**config.mk**
```make
export PLATFORM = sky130hd
export DESIGN_NAME = freq_counter_mc
export DESIGN_NICKNAME = d
export VERILOG_FILES = /design/src/rtl/freq_counter_mc.sv
export SDC_FILE = /design/constraint.sdc
export NUM_CORES = 1
export LEC_CHECK = 0
export CAP_MARGIN = 20
export CELL_PAD_IN_SITES_DETAIL_PLACEMENT = 0
export CELL_PAD_IN_SITES_GLOBAL_PLACEMENT = 1
export CORE_MARGIN = 8
export CORE_UTILIZATION = 44
export DETAILED_ROUTE_END_ITERATION = 16
export PLACE_DENSITY_LB_ADDON = 0.3
export SLEW_MARGIN = 0
export SYNTH_ARGS = -nofsm -noshare
export SYNTH_HDL_FRONTEND = slang
export SYNTH_SLANG_ARGS = --single-unit
```
**constraint.sdc**
```tcl
create_clock -name clk_ref -period 3.3 [get_ports clk_ref]
set_input_delay 0.66 -clock clk_ref [delete_from_list [all_inputs] [get_ports clk_ref]]
set_output_delay 0.66 -clock clk_ref [all_outputs]
set_load 0.005 [all_outputs]
```
**src/rtl/freq_counter_mc.sv**
```systemverilog
// freq_counter_mc: multi-channel gate-time frequency counter.
// Each asynchronous meas_in bit is synchronised into clk_ref. Its rising edges
// are then counted over a programmable gate window of clk_ref cycles.
// Ports:
//   clk_ref    - reference clock, the only clock in the block
//   rst        - synchronous active-high reset
//   meas_in    - asynchronous measured signals, bit i = channel i
//   gate_len   - window length in clk_ref cycles, latched at each window start
//                (0 is treated as 1)
//   start      - single-shot trigger, sampled while idle
//   continuous - run windows back-to-back with no gap
//   freq       - per-channel results, channel i at [i*CNTR_SIZE +: CNTR_SIZE]
//   ovf        - per-channel saturation flags for the last completed window
//   valid      - one-cycle strobe, freq/ovf updated
//   busy       - high while a window is open
module freq_counter_mc #(
  parameter int unsigned NUM_CH      = 4,
  parameter int unsigned CNTR_SIZE   = 16,
  parameter int unsigned GATE_W      = 24,
  parameter int unsigned SYNC_STAGES = 2
) (
  input  logic                        clk_ref,
  input  logic                        rst,
  input  logic [NUM_CH-1:0]           meas_in,
  input  logic [GATE_W-1:0]           gate_len,
  input  logic                        start,
  input  logic                        continuous,
  output logic [NUM_CH*CNTR_SIZE-1:0] freq,
  output logic [NUM_CH-1:0]           ovf,
  output logic                        valid,
  output logic                        busy
);

  localparam logic [CNTR_SIZE-1:0] CNT_MAX = '1;

  typedef enum logic {
    IDLE = 1'b0,
    GATE = 1'b1
  } state_t;

  state_t                 state_q;
  logic [NUM_CH-1:0]      sync_q [SYNC_STAGES];
  logic [NUM_CH-1:0]      prev_q;
  logic [NUM_CH-1:0]      edge_c;
  logic [CNTR_SIZE-1:0]   cnt_q   [NUM_CH];
  logic [CNTR_SIZE-1:0]   cnt_nxt [NUM_CH];
  logic [NUM_CH-1:0]      sticky_q;
  logic [NUM_CH-1:0]      sat_hit;
  logic [GATE_W-1:0]      gate_cnt_q;
  logic [GATE_W-1:0]      len_q;
  logic [GATE_W-1:0]      len_eff_c;
  logic                   last_c;

  // Synchroniser chain plus edge-detect history; runs in every state.
  always_ff @(posedge clk_ref) begin
    if (rst) begin
      for (int k = 0; k < SYNC_STAGES; k++) sync_q[k] <= '0;
      prev_q <= '0;
    end else begin
      sync_q[0] <= meas_in;
      for (int k = 1; k < SYNC_STAGES; k++) sync_q[k] <= sync_q[k-1];
      prev_q <= sync_q[SYNC_STAGES-1];
    end
  end

  assign edge_c    = sync_q[SYNC_STAGES-1] & ~prev_q;
  assign len_eff_c = (gate_len == '0) ? GATE_W'(1) : gate_len;
  assign last_c    = (gate_cnt_q == len_q - GATE_W'(1));

  // Saturating next count per channel; sat_hit marks an edge lost at the ceiling.
  always_comb begin
    sat_hit = '0;
    for (int i = 0; i < NUM_CH; i++) begin
      sat_hit[i] = edge_c[i] & (cnt_q[i] == CNT_MAX);
      cnt_nxt[i] = sat_hit[i] ? cnt_q[i] : cnt_q[i] + CNTR_SIZE'(edge_c[i]);
    end
  end

  // Window control, channel accumulators and registered result outputs.
  always_ff @(posedge clk_ref) begin
    if (rst) begin
      state_q    <= IDLE;
      busy       <= 1'b0;
      valid      <= 1'b0;
      freq       <= '0;
      ovf        <= '0;
      gate_cnt_q <= '0;
      len_q      <= '0;
      sticky_q   <= '0;
      for (int i = 0; i < NUM_CH; i++) cnt_q[i] <= '0;
    end else begin
      valid <= 1'b0;
      case (state_q)
        IDLE: begin
          if (start || continuous) begin
            state_q    <= GATE;
            busy       <= 1'b1;
            len_q      <= len_eff_c;
            gate_cnt_q <= '0;
            sticky_q   <= '0;
            for (int i = 0; i < NUM_CH; i++) cnt_q[i] <= '0;
          end
        end
        GATE: begin
          if (last_c) begin
            // The edge seen on the last cycle is folded into this result.
            for (int i = 0; i < NUM_CH; i++) begin
              freq[i*CNTR_SIZE +: CNTR_SIZE] <= cnt_nxt[i];
              cnt_q[i] <= '0;
            end
            ovf        <= sticky_q | sat_hit;
            sticky_q   <= '0;
            valid      <= 1'b1;
            gate_cnt_q <= '0;
            if (continuous) begin
              len_q <= len_eff_c;
            end else begin
              state_q <= IDLE;
              busy    <= 1'b0;
            end
          end else begin
            for (int i = 0; i < NUM_CH; i++) cnt_q[i] <= cnt_nxt[i];
            sticky_q   <= sticky_q | sat_hit;
            gate_cnt_q <= gate_cnt_q + GATE_W'(1);
          end
        end
        default: begin
          state_q <= IDLE;
          busy    <= 1'b0;
        end
      endcase
    end
  end

endmodule

```
==> results.toml <==
[run_status]
status = "completed"

[final_layout]
drive_above_1_share_pct = 7.25
ff_latch_area_um2 = 4620
fin_cells = 1397
fin_nets = 1146
multiInputGateArea_um2 = 4820
design_area_um2 = 11800
diodes = 0
syn2layout_area_growth_pct = 20.8
fillCellCount = 1981

[sta]
tns_ns = 0
worstMarginPinSlew_ns = 0.879
setup_viol = 0
finClkSkew_ns = 0.0141
rsz0062_at_grt = "false"
fin_crit_ns = 3.07
slew_headroom_pct = 40.9
fmax_mhz = 326
period_share_pct = 92.9
hold_ws_ns = 0.444
hold_viol = 0
finalMaxSlewViolations = 0

[critical_path]
cp_slowest_cell = "dfxtp_1"
reg2reg_depth = 10
crit_type = "register to register"
r2r_end = "freq[37]"
cp_cell_sequence = "nor4_2 > buf_4 > nand4_2 > or3_1 > o31a_1 > nor4_2 > and4_4 > buf_12 > mux2i_1 > nor2_1"
crit_buf_inv = 2
end_kind = "register"
start_kind = "register"
worstPathArrival_ns = 3.36
slowest_delay_ns = 0.43
cp_top_family = "simple AND/OR/NAND/NOR gates"
worstPathRequired_ns = 3.59
cp_max_fo = 29
cp_common_cell = "nor4_2"
regToRegSetupSlack_ns = 0.23
r2r-start = "len_q[2]"

[floorplan]
die_w_um = 165
core_area_um2 = 21800
die_h_um = 165
initial_core_util_pct = 44.8
dieArea_um2 = 27300
rows = 54
io_pins = 102

[synthesis]
synth_edf_count = 64
syn_nets = 1044
yosysTopAreaCell = "dfxtp_1"
synth_area_um2 = 9780
synthTopCellsByCount = "dfxtp_1, nor2_1, mux2i_1"
syn_inst = 1002
ys_seq_area_share_pct = 47.3
yosys_register_bits = 199
syn_avg_cell_area_um2 = 9.76
synth_most_common_cell = "dfxtp_1"
synthTopCellsByArea = "dfxtp_1, edfxtp_1, mux2i_1"
yosysUniqueCellTypes = 63
ys_async_sr_fraction_pct = 0
synth_ff_type = "dfxtp_1"
synth_top_area_share_pct = 27.6
yosysWarnings = 0

[job]
max_cap_viol_count = 0

[clock_tree]
numCtsBuffers = 17
path_clk_slew_ns = 0.07
clk_latency_ns = 0.44
cts_tree = "done"
clockBufferDepth = 2
root_buffer = "clkbuf_16"
cts_sinks = 199
hold_buffers = 0
htreeDepth = 4

[power_and_ir_drop]
switchingPower_uw = 1300
switching_share_pct = 24.6
power_leakage_uw = 0.00436
pwr-share-seq_pct = 50.1
combPwrFrac_pct = 8.9
irDropWorstVdd_v = 0.000342
power_density_nw_per_um2 = 448
power.internal_uw = 3990
clockPowerShare_pct = 40.9

[detailed_routing]
drcViolationCount = 0
wl_per_cell_um = 15.5
vias_per_cell = 5.17
first_pass_iters = 5
wl_mm = 21.6
antenna_left = 0
num_vias = 7229
dr.first_iter.drc_count = 338

[grt]
grt_max_degree = 68
grt_pass1_wl_mm = 36.4
grt_overflow_total = 0
grt_use_total_pct = 16.4
antenna_found_initial = 0
grt_pass1_vias = 7256

[place]
gp_congestion = 0.852
dp_hpwl_mm = 15.3
placedInstanceArea_um2 = 11200
port_buffers = 101
dp.cells = 1363

[min_path]
hp-start = "sync_q[0][0]"
whs_path_depth = 1
holdPathEnd = "sync_q[0][4]"
hold_path_class = "register to register"
==> routing by layer <==
layer | wire length, um | global-route usage (%) | share of wire [%]
met2 | 10200 | 27.3 | 47
met5 | 0 | 0 | 0
met3 | 871 | 3.37 | 4.0
met1 | 10300 | 21.5 | 48
met4 | 217 | 4.05 | 1.0
==> worst max path at each step <==
stage	depth (start not counted)	startpoint	to	slack, ns
after detailed placement	11	len_q[0]	cnt_q[2][11]	0.14
after CTS	11	len_q[0]	cnt_q[2][15]	0.13
after global routing	12	len_q[0]	len_q[10]	0.04
after global placement	12	len_q[0]	gate_cnt_q[20]	0.13
final	10	len_q[2]	freq[37]	0.23
after floorplan	12	len_q[6]	freq[55]	0.38
==> cell usage in the layout (no fill, tap or decap), types with 17 or more instances in the layout <==
master           instances
and2_1                  52
and3_1                  19
buf_4                   25
clkbuf_16               18
clkdlybuf4s50_1        100
dfxtp_1                135
edfxtp_1                64
inv_1                   32
mux2i_1                 88
nand2_1                 50
nand2b_1                18
nand3_1                 37
nand4_1                 17
nor2_1                 121
nor2b_1                 32
nor3_1                  31
nor4_1                  20
o21ai_0                 31
xnor2_1                 62
xor2_1                  35
==> flip-flops by register name, summed over array words and instances (netlist names) <==
signal and count:
busy 1, cnt_q 64, freq 64, gate_cnt_q 24, len_q 24, ovf 4, prev_q 4, state_q 1
sticky_q 4, sync_q 8, valid 1
==> logic make-up after synthesis <==
group | synth area share (%)
and+or+nand+nor | 24.3
DFF | 47.3
xor gates and xnor gates | 8.91
muxes | 9.12
AOI/OAI and AO/OA | 5.36
buffers and inverters | 3.79
adders and majority gates | 1.28
==> power by group through the flow <==
stage          Combinational [uW]  Clock [uW]  Sequential (uW)
2_1_floorplan                 320           0             2680
3_3_place_gp                  461           0             2710
3_5_place_dp                  464           0             2710
4_1_cts                       466        2210             2650
5_1_grt                       526        2300             2670
6_report                      473        2170             2660
==> metrics by stage <==
step	setup WS (ns)	utilization (%)	total power (uW)
floorplan	0.385	-	3000
global placement	0.131	51.2	3170
detailed placement	0.143	51.2	3170
CTS	0.127	54.0	5330
global route	0.0395	54.1	5490
finish	0.235	54.1	5300
==> cell type report <==
class | count | share of cell area (%)
Inverter | 32 | 1.02
Timing Repair Buffer | 130 | 10.9
Clock inverter | 13 | 1.34
Multi-Input combinational cell | 724 | 40.8
Clock buffer | 19 | 3.84
Tap cell | 280 | 2.96
Sequential cell | 199 | 39.1
==> what timing repair did <==
| action | in CTS | in global routing |
|---|---|---|
| setup endpoints to repair | 0 | 140 |
| buffers inserted | 0 | 2 |
| gates resized for setup | 0 | 3 |
No activity file was read; power rests on OpenSTA's default activity.
